File: config.mk
export PLATFORM = sky130hd
export DESIGN_NAME = adsr_envelope
export DESIGN_NICKNAME = d
export VERILOG_FILES = /design/src/rtl/adsr_pkg.sv /design/src/rtl/adsr_tick_div.sv /design/src/rtl/adsr_envelope.sv
export SDC_FILE = /design/constraint.sdc
export NUM_CORES = 1
export LEC_CHECK = 0
export ABC_AREA = 1
export ABC_CLOCK_PERIOD_IN_PS = 10200
export CAP_MARGIN = 20
export CORE_ASPECT_RATIO = 1.25
export CORE_UTILIZATION = 45
export DETAILED_ROUTE_END_ITERATION = 16
export PLACE_DENSITY_LB_ADDON = 0.1
export SYNTH_ARGS = -nofsm -noshare
export SYNTH_HDL_FRONTEND = slang
export SYNTH_SLANG_ARGS = --single-unit
File: constraint.sdc
create_clock -name clk -period 10.2 [get_ports clk]
set_clock_uncertainty 0.2 [all_clocks]
set_input_delay 1.53 -clock clk [delete_from_list [all_inputs] [get_ports clk]]
set_output_delay 1.53 -clock clk [all_outputs]
set_load 0.005 [all_outputs]
File: src/rtl/adsr_pkg.sv
// Shared phase encoding for the ADSR envelope generator.
package adsr_pkg;

   localparam int PHASE_W = 3;

   typedef enum logic [PHASE_W-1:0] {
      IDLE    = 3'd0,
      ATTACK  = 3'd1,
      DECAY   = 3'd2,
      SUSTAIN = 3'd3,
      RELEASE = 3'd4
   } phase_t;

endpackage

File: src/rtl/adsr_tick_div.sv
// Per-phase rate divider: one tick every div+1 enabled clocks.
module adsr_tick_div #(
   parameter int DIV_W = 8
) (
   input  logic             clk,
   input  logic             rst,
   input  logic [DIV_W-1:0] div,
   input  logic             clear,
   input  logic             enable,
   output logic             tick
);

   logic [DIV_W-1:0] cnt;

   assign tick = enable & (cnt == div);

   always_ff @(posedge clk) begin
      if (rst || clear || !enable || tick)
         cnt <= '0;
      else
         cnt <= cnt + {{(DIV_W-1){1'b0}}, 1'b1};
   end

endmodule

File: src/rtl/adsr_envelope.sv
// Gate-driven ADSR envelope with legato retrigger and saturating steps.
module adsr_envelope #(
   parameter int WIDTH = 8,
   parameter int DIV_W = 8
) (
   input  logic             clk,
   input  logic             rst,
   input  logic             gate,
   input  logic [WIDTH-1:0] peak,
   input  logic [WIDTH-1:0] sustain,
   input  logic [WIDTH-1:0] step,
   input  logic [DIV_W-1:0] attack_div,
   input  logic [DIV_W-1:0] decay_div,
   input  logic [DIV_W-1:0] release_div,
   output logic [WIDTH-1:0] amplitude,
   output logic [2:0]       phase,
   output logic             active,
   output logic             done
);

   import adsr_pkg::*;

   phase_t           ph_q;
   logic [WIDTH-1:0] amp_q;
   logic             gate_q;
   logic             rise;
   logic             gate_off;
   logic             run;
   logic             tick;
   logic [WIDTH-1:0] stp;
   logic [WIDTH-1:0] sus_eff;
   logic [WIDTH:0]   sum_up;
   logic [WIDTH:0]   sus_up;
   logic [DIV_W-1:0] div_sel;

   assign rise     = gate & ~gate_q;
   assign gate_off = ~gate & ((ph_q == ATTACK) |
                              (ph_q == DECAY)  |
                              (ph_q == SUSTAIN));
   assign run      = (ph_q == ATTACK) |
                     (ph_q == DECAY)  |
                     (ph_q == RELEASE);

   assign stp     = (step == '0) ? {{(WIDTH-1){1'b0}}, 1'b1} : step;
   assign sus_eff = (sustain < peak) ? sustain : peak;
   // One extra bit so the threshold tests never wrap.
   assign sum_up  = {1'b0, amp_q} + {1'b0, stp};
   assign sus_up  = {1'b0, sus_eff} + {1'b0, stp};

   always_comb begin
      div_sel = '0;
      case (ph_q)
         ATTACK:  div_sel = attack_div;
         DECAY:   div_sel = decay_div;
         RELEASE: div_sel = release_div;
         default: div_sel = '0;
      endcase
   end

   adsr_tick_div #(
      .DIV_W(DIV_W)
   ) u_div (
      .clk   (clk),
      .rst   (rst),
      .div   (div_sel),
      .clear (rise | gate_off),
      .enable(run),
      .tick  (tick)
   );

   always_ff @(posedge clk) begin
      if (rst) begin
         ph_q   <= IDLE;
         amp_q  <= '0;
         gate_q <= 1'b0;
         done   <= 1'b0;
      end else begin
         gate_q <= gate;
         done   <= 1'b0;
         if (rise) begin
            ph_q <= ATTACK;
         end else if (gate_off) begin
            ph_q <= RELEASE;
         end else begin
            case (ph_q)
               IDLE: ;
               ATTACK: if (tick) begin
                  if (sum_up >= {1'b0, peak}) begin
                     amp_q <= peak;
                     ph_q  <= DECAY;
                  end else begin
                     amp_q <= sum_up[WIDTH-1:0];
                  end
               end
               DECAY: if (tick) begin
                  if ({1'b0, amp_q} <= sus_up) begin
                     amp_q <= sus_eff;
                     ph_q  <= SUSTAIN;
                  end else begin
                     amp_q <= amp_q - stp;
                  end
               end
               SUSTAIN: amp_q <= sus_eff;
               RELEASE: if (tick) begin
                  if (amp_q <= stp) begin
                     amp_q <= '0;
                     ph_q  <= IDLE;
                     done  <= 1'b1;
                  end else begin
                     amp_q <= amp_q - stp;
                  end
               end
               default: ph_q <= IDLE;
            endcase
         end
      end
   end

   assign amplitude = amp_q;
   assign phase     = ph_q;
   assign active    = (ph_q != IDLE);

endmodule

==> flow_metrics.tcl, run 1 <==
set metrics [dict create \
    cts_resized 0 \
    synth_edf_count 0 \
    cp.required_ns 10.16 \
    tightest_slew_ns 0.7900 \
    grt_usage 0.2471 \
    drtIter0Drc 169 \
    setup_viol 0 \
    die_w_um 78.56 \
    yosysSeqAreaShare 0.1275 \
    fin_nets 678 \
    rows 34 \
    async_flop_share 0 \
    startpoint_type "input port" \
    grt_max_degree 17 \
    synth_cell_types 44 \
    gr-total-overflow 0 \
    yosysTopAreaCellShare 0.1860 \
    synthCells 521 \
    dp_hpwl_um 7752 \
    ys_seq_elements 21 \
    critPathArrivalTime_ns 6.10 \
    antenna_found_initial 0 \
    hp-class "reg -> reg" \
    path_class "in -> reg" \
    clk_pin_slew_ns 0.08 \
    drc 0 \
    cap_violations 0 \
    grt_pass1_vias 3350 \
    drt-pass1-iter-count 4 \
    gp_congestion 0.9601 \
    avgSynthCellArea_sq_um 6.328 \
    syn_area_sq_um 3297 \
    drive_gt1_frac 0.05226 \
    maxSlewHeadroom 0.4693 \
    dieArea_sq_um 7675 \
    vias_per_cell 5.133 \
    n_antenna_cell 0 \
    critPathSlowestCell "clkdlybuf4s50_1" \
    cts_buffer_depth 2 \
    post-cts-setup-buffers 0 \
    syn-num-nets 624 \
    design.core.area_sq_um 7019 \
    synth.area.top_cells "ha_1 19%, nand2_1 15%, dfxtp_1 13%, inv_1 9.6%, a21oi_1 7.4%" \
    slew_violations 0 \
    cts_made_buffers 3 \
    synth_commonest_cells "130 x nand2_1, 84 x inv_1, 49 x a21oi_1, 49 x ha_1, 39 x nand3_1" \
    grt_pass1_wl_um 15050 \
    port_buffers 63 \
    start_util 0.4697 \
    critPathMaxFanout 16 \
    peakVddDrop_v 0.0001619 \
    grt_setup_unrepaired "no" \
    synth_largest_area_cell "ha_1" \
    yosysMostFrequentCell "nand2_1" \
    max_stage_delay_ns 0.45 \
    hold_buffers 0 \
    worst_hold_path.num_cells 1 \
    yosysWarnings 0 \
    fin_setup_tns_ns 0 \
    die_h_um 97.70 \
    clockRootBuffer "clkbuf_8" \
    crit_path_end_kind "register" \
    status "complete, no violations" \
    ys.flop_type "dfxtp_1" \
    vias 3408 \
    power-per-cell-area_nw_per_um2 218.9 \
    fin_crit_sh 0.6013 \
    max_freq_mhz 163.0 \
    clk-insertion-delay-late_ns 0.26 \
    cts_tree "done" \
    p_leak_nw 2.017 \
    fin_crit_ns 6.133 \
    worst_r2r_path_depth 18 \
    crit_top_cell "nand2_1" \
    wl_um 9169 \
    setup_ws_ns 4.067 \
    antenna_left 0 \
    cts.htree.levels 1 \
    pre_cts_slack_ns 3.840 \
    cts_sinks 21 \
    power_w 0.0008774 \
    finalHoldViolCount 0 \
    areaGrowthSynthToFinish_pct 21.56 \
    io-pin-count 64 \
    wl_per_cell_um 13.81 \
]
-- critical path: cells and delay by family --
kind,cells,cell delay [ns]
AND/OR/NAND/NOR,15,1.71
adder cells (fa/ha/maj),3,0.88
buffers and inverters,3,0.56
AO/OA/AOI/OAI,7,1.25
XOR/XNOR,1,0.17
-- kinds of logic (layout without fill, tap and decap cells) --
group,count (synthesis),in the layout,synth area share
XOR/XNOR,19,19,0.05047
flip-flops,21,21,0.1275
buffers and inverters,103,156,0.1294
AO/OA/AOI/OAI,82,82,0.1431
AND/OR/NAND/NOR,244,244,0.3454
adder cells (fa/ha/maj),52,52,0.2042
-- flip-flops by register name, summed over array words and instances (netlist names) --
signal,count
amplitude,8
u_div.cnt,8
phase,3
done,1
gate_q,1
-- path summary, 6_finish.rpt --
check	endpoint	slack, ns	from
worst max-delay path	amplitude[5]	4.07	peak[5]
worst min-delay path	u_div.cnt[0]	0.29	u_div.cnt[0]
worst max register to register	amplitude[2]	6.66	amplitude[1]
worst min register to register	u_div.cnt[0]	0.29	u_div.cnt[0]
-- power breakdown --
| part | total, W | switching, W | leakage, nW | internal [W] |
|---|---|---|---|---|
| registers | 0.000144 | 0.0000443 | 0.171 | 0.0000997 |
| logic | 0.000678 | 0.000414 | 1.82 | 0.000264 |
| clock network | 0.0000554 | 0.0000275 | 0.0228 | 0.0000278 |
-- placed cells by master (no fill, tap or decap), types with 3 or more instances in the layout --
cell,n
a21oi_1,49
clkbuf_8,3
clkdlybuf4s50_1,63
dfxtp_1,21
fa_1,3
ha_1,49
inv_1,84
nand2_1,130
nand2_2,5
nand3_1,39
nand4_1,12
nor2_1,32
nor2_2,3
nor3_1,5
nor4_1,3
o21ai_0,13
o21bai_1,5
xnor2_1,4
xor2_1,15
-- layout make-up --
class	count	area, sq um
fillers	727	3012
multi-input cells	397	2450
repair buffers	63	630.6
flip-flops and latches	21	420.4
inverters	89	349.1
well taps	90	112.6
clock buffers	4	45.04
-- per-stage QoR --
stage,area (sq um),hold WS (ns),utilization,std cells
CTS,4008,0.3045,0.5709,664
finish,4008,0.2938,0.5709,664
detailed placement,3963,0.2670,0.5645,660
global placement,3963,0.2450,0.5645,660
global route,4008,0.3342,0.5709,664
floorplan,3297,0.2295,-,521
-- per-layer routing --
| layer | wire, um | vias up | GRT usage | share of wire |
|---|---|---|---|---|
| met1 | 3846 | 1519 | 0.2798 | 0.42 |
| met2 | 4816 | 81 | 0.4769 | 0.53 |
| met4 | 219 | 0 | 0.08405 | 0.024 |
| met5 | 0 | - | 0 | 0 |
| li1 | - | 1795 | - | - |
| met3 | 286 | 13 | 0.01315 | 0.031 |
Note: power is estimated with default switching activity, not from simulation.
==> inputs of run 2 (changes only) <==
Settings changed: ABC_CLOCK_PERIOD_IN_PS 10200 to 5900.
Clock period 10.2 ns to 5.9 ns, I/O delays scaled along.
==> run 2 against run 1 <==
Routed wire length decreased by 2.8%. Combinational power is 73% higher. Final area up 0.44%. Core utilization up 0.25 points. Cell count grew 0.15%. Sequential share of layout area barely moved. First-iteration DRC count decreased by 15%. Non-clock buffer count rose by 1. Global-route usage shrank 0.30 points. Critical path type unchanged. Largest power group unchanged. Sequential power is 72% higher. Clock power rose by 75%.
==> flow_metrics.tcl, run 2 (synthesized netlist as in run 1, its figures left out) <==
set metrics [dict create \
    vias 3389 \
    dp_hpwl_um 7631 \
    port_buffers 63 \
    dieArea_sq_um 7675 \
    design.core.area_sq_um 7019 \
    gr-total-overflow 0 \
    drive_gt1_frac 0.05913 \
    gp_congestion 0.9173 \
    hp-class "reg -> reg" \
    final_cell_mix "129 x nand2_1, 84 x inv_1, 63 x clkdlybuf4s50_1" \
    critPathArrivalTime_ns 5.32 \
    placed_area_sq_um 3970 \
    fin_nets 679 \
    n_fill_cell 716 \
    antenna_left 0 \
    max_freq_mhz 188.7 \
    clockRootBuffer "clkbuf_8" \
    postLayoutCellArea_sq_um 4025 \
    fin_crit_ns 5.301 \
    crit_path_end_kind "register" \
    final_util 0.5734 \
    grt_max_degree 15 \
    cts_buffer_depth 2 \
    cts.htree.levels 1 \
    cp.required_ns 5.92 \
    grt_usage 0.2441 \
    grt_pass1_vias 3326 \
    cts_tree "done" \
    critPathMaxFanout 7 \
    io-pin-count 64 \
    final_common_cell "nand2_1" \
    tightest_slew_ns 0.7925 \
    finalHoldViolCount 0 \
    clk-insertion-delay-late_ns 0.26 \
    n_antenna_cell 0 \
    slew_violations 0 \
    drc 0 \
    grt_pass1_wl_um 15080 \
    p_leak_nw 2.023 \
    areaGrowthSynthToFinish_pct 22.09 \
    wl_per_cell_um 13.40 \
    grt_setup_unrepaired "no" \
    maxSlewHeadroom 0.4676 \
    wl_um 8910 \
    die_w_um 78.56 \
    clk_pin_slew_ns 0.08 \
    vias_per_cell 5.096 \
    fin_crit_sh 0.8984 \
    place_inst 661 \
    cap_violations 0 \
    path_class "in -> reg" \
    drtIter0Drc 144 \
    drt-pass1-iter-count 4 \
    status "complete, no violations" \
    start_util 0.4697 \
    die_h_um 97.70 \
    fin_setup_tns_ns 0 \
    stdcell_count 665 \
    cts_made_buffers 3 \
    rows 34 \
    startpoint_type "input port" \
    setup_viol 0 \
    antenna_found_initial 0 \
    power-per-cell-area_nw_per_um2 375.6 \
    cts_sinks 21 \
    peakVddDrop_v 0.0002500 \
]
[run 2: report_power, final]
part / switching [W] / total [W] / internal (W)
clock network: 0.0000491 / 0.0000972 / 0.0000481
logic: 0.000709 / 0.00117 / 0.000459
registers: 0.0000744 / 0.000247 / 0.000172
total: 0.000833 / 0.00151 / 0.000679
[run 2: layout make-up]
| class | count | area, sq um | area share |
|---|---|---|---|
| well taps | 90 | 112.6 | 0.02798 |
| clock buffers | 4 | 45.04 | 0.01119 |
| flip-flops and latches | 21 | 420.4 | 0.1044 |
| inverters | 89 | 349.1 | 0.08673 |
| multi-input cells | 397 | 2460 | 0.6111 |
| repair buffers | 64 | 638.1 | 0.1585 |
[run 2: worst max-delay path, stage by stage]
cell and delay, ns:
clkdlybuf4s50_1 0.45, inv_1 0.08, ha_1 0.31, a21oi_1 0.15
nor2_1 0.06, a211oi_1 0.19, nand2_1 0.20, a21oi_1 0.34
ha_1 0.30, nand3_1 0.09, nand2_1 0.08, a21oi_1 0.14
o21ai_0 0.15, a21oi_1 0.16, nor2_1 0.05, nor2_1 0.11
xor2_1 0.17, ha_1 0.26, nand4_1 0.10, nand3_1 0.08
nor2_1 0.13, nand3_1 0.09, nand2_1 0.19, inv_1 0.14
o21ai_0 0.15, nand3b_1 0.14, nand2_1 0.06, inv_1 0.04
[run 2: repair_timing]
| item | CTS | global route |
|---|---|---|
| hold buffers | 0 | 0 |
| setup endpoints to repair | 0 | 3 |
| resized for setup | 0 | 3 |
| buffers inserted | 0 | 0 |
[run 2: final timing paths]
path | from | end | slack (ns) | cells past startpoint
setup / recovery | peak[5] | amplitude[5] | 0.60 | 28
hold / removal | u_div.cnt[0] | u_div.cnt[0] | 0.26 | 1
setup reg to reg | amplitude[1] | amplitude[1] | 2.29 | 20
hold reg to reg | u_div.cnt[0] | u_div.cnt[0] | 0.26 | 1
[run 2: per-stage QoR]
step	worst slack, ns	hold WS, ns	power (W)
6_report	0.5994	0.2631	0.001512
3_5_place_dp	0.2276	0.2501	0.001410
4_1_cts	0.4988	0.2689	0.001512
5_1_grt	0.02175	0.3121	0.001681
2_1_floorplan	1.167	0.2295	0.001084
3_3_place_gp	0.3397	0.2438	0.001407
[run 2: layer usage]
metal | track usage | share of wire
met1 | 0.2755 | 0.42
met2 | 0.4682 | 0.52
met3 | 0.01502 | 0.033
met4 | 0.08832 | 0.028
met5 | 0 | 0
==> variant: new RTL, settings of run 1 <==
Register the inputs `attack_div`, `decay_div` and `release_div` before use, cleared by the reset. The logic sees them one clock later. The other inputs are not delayed to match.
--- a/src/rtl/adsr_envelope.sv
+++ b/src/rtl/adsr_envelope.sv
@@ -20,4 +20,20 @@
 
    import adsr_pkg::*;
+
+   logic [DIV_W-1:0] attack_div_q;
+   logic [DIV_W-1:0] decay_div_q;
+   logic [DIV_W-1:0] release_div_q;
+
+   always_ff @(posedge clk) begin
+      if (rst) begin
+         attack_div_q  <= '0;
+         decay_div_q   <= '0;
+         release_div_q <= '0;
+      end else begin
+         attack_div_q  <= attack_div;
+         decay_div_q   <= decay_div;
+         release_div_q <= release_div;
+      end
+   end
 
    phase_t           ph_q;
@@ -51,7 +67,7 @@
       div_sel = '0;
       case (ph_q)
-         ATTACK:  div_sel = attack_div;
-         DECAY:   div_sel = decay_div;
-         RELEASE: div_sel = release_div;
+         ATTACK:  div_sel = attack_div_q;
+         DECAY:   div_sel = decay_div_q;
+         RELEASE: div_sel = release_div_q;
          default: div_sel = '0;
       endcase
Formal check against the unedited RTL: not equivalent (Yosys sat finds a counterexample within 4 cycles, from zero or initial values and one cycle with rst high).
==> variant against run 1 <==
  * Fmax fell by 5.5%
  * Wire length rose by 6.9%
  * Synthesized area rose by 18%
  * Setup slack got worse by 0.36 ns
  * Cell area rose by 17%
  * Via count rose by 11%
  * Total power fell by 1.6%
  * Sequential cell count rose by 24
==> variant: results (changes against run 1) <==
[cts]
cts_made_buffers = 5  ; +2
post_cts_resized = 0  ; unchanged
h-tree-depth = 2  ; +1
clock_latency_ns = 0.31  ; +0.05 ns
postCtsSetupRepairBufs = 0  ; unchanged

[grt]
use_met1_pct = 23.1  ; -4.9 points
grtUsageMet2_pct = 45.5  ; -2.2 points
met3_usage_pct = 2.56  ; +1.2 points
grtUsageTotal_pct = 22.4  ; -2.3 points
first_global_vias = 3525  ; +5.2%
grt_pass1_wl_um = 16000  ; +6.1%
grt_max_degree = 37  ; +20

[yosys]
synth_cell_types = 41  ; -6.8%
synth_commonest_cells = 121 x nand2_1, 103 x inv_1, 71 x nor2_1, 58 x nand3_1, 49 x ha_1
yosys.area_share.adder_pct = 17.2  ; -3.2 points
synth_compound_area_share_pct = 9.07  ; -5.2 points
syn-num-nets = 695  ; +11%
synth_xor_area_share_pct = 4.26  ; -0.78 points
synthTopCellsByArea = dfxtp_1 23%, ha_1 16%, nand2_1 12%
ys_async_sr_fraction_pct = 0  ; unchanged
synth_seq_area_share_pct = 23.1  ; +10 points
avgSynthCellArea_um2 = 6.59  ; +4.2%

[setup_path]
cp_max_fo = 10  ; -6
critPathMaxStageDelay_ns = 0.48  ; +0.03 ns
critPathArrivalTime_ns = 6.48  ; +0.38 ns

[layout]
drive_gt1_share_pct = 3.41  ; -1.8 points
fill_cells = 854  ; +17%
nets = 747  ; +10%
antenna_cells = 0  ; unchanged

[placement]
dpl.hpwl_um = 8090  ; +4.4%
gp_congestion = 0.883  ; -8.1%
dp.cells = 734  ; +11%
port_buffers = 63  ; unchanged
pre_cts_ws_ns = 3.44  ; -0.396 ns

[route]
wl_per_cell_um = 13.2  ; -4.3%
drtIter0Drc = 128  ; -24%
via_per_inst = 5.08  ; -1.1%
routed_wl_um = 9810  ; +6.9%

[power]
vdd_drop_max_mv = 0.0866  ; -46%
p_leak_uw = 0.00241  ; +19%

[outcome]
status = completed

[timing]
tightest_slew_ns = 0.868  ; +0.0777 ns

## variant: logic make-up (layout without fill, tap and decap cells)
kind of cell | count (synthesis) | count (layout)
simple gates | 293 | 293
flops | 45 | 45
compound gates | 58 | 58
buf+inv | 125 | 178
xor+xnor | 19 | 19
fa+ha+maj | 52 | 52
## variant: final cells by class
cell class / count / area [um2] / share of cell area (%)
repair buffers: 64 / 638 / 13.6
inverters: 106 / 400 / 8.52
clock buffers: 5 / 68.8 / 1.46
flip-flops and latches: 45 / 901 / 19.2
clock inverters: 3 / 68.8 / 1.46
well taps: 97 / 121 / 2.58
multi-input cells: 422 / 2500 / 53.2
## variant: worst max-delay path, delay by kind of cell
kind            cells  cell delay, ns
simple gates       12            1.70
compound gates      9            1.47
fa+ha+maj           3            0.93
buf+inv             4            0.66
xor+xnor            1            0.19
## variant: stage by stage
step / utilization, % / power, uW / area, um2
CTS: 56.4 / 870 / 4700
global route: 56.4 / 940 / 4700
detailed placement: 54.8 / 702 / 4560
floorplan: - / 572 / 3900
finish: 56.4 / 863 / 4700
global placement: 54.8 / 697 / 4560
## variant: path summary, 6_finish.rpt
| path | from | slack, ns | endpoint | cells past startpoint |
|---|---|---|---|---|
| worst min-delay path | u_div.cnt[5] | 0.29 | u_div.cnt[5] | 2 |
| worst min register to register | u_div.cnt[5] | 0.29 | u_div.cnt[5] | 2 |
| worst max register to register | amplitude[1] | 6.29 | amplitude[7] | 17 |
| worst max-delay path | peak[5] | 3.71 | amplitude[7] | 29 |
## variant: routing by layer
layer	up-vias	wire, um
li1	2006	-
met5	-	0
met1	1649	3870
met3	21	281
met2	91	5400
met4	0	251
## variant: report_power, final
| group | total [uW] | internal, uW | switching, uW |
|---|---|---|---|
| registers | 231 | 193 | 37.4 |
| clock network | 165 | 98.7 | 66.8 |
| logic | 467 | 185 | 282 |
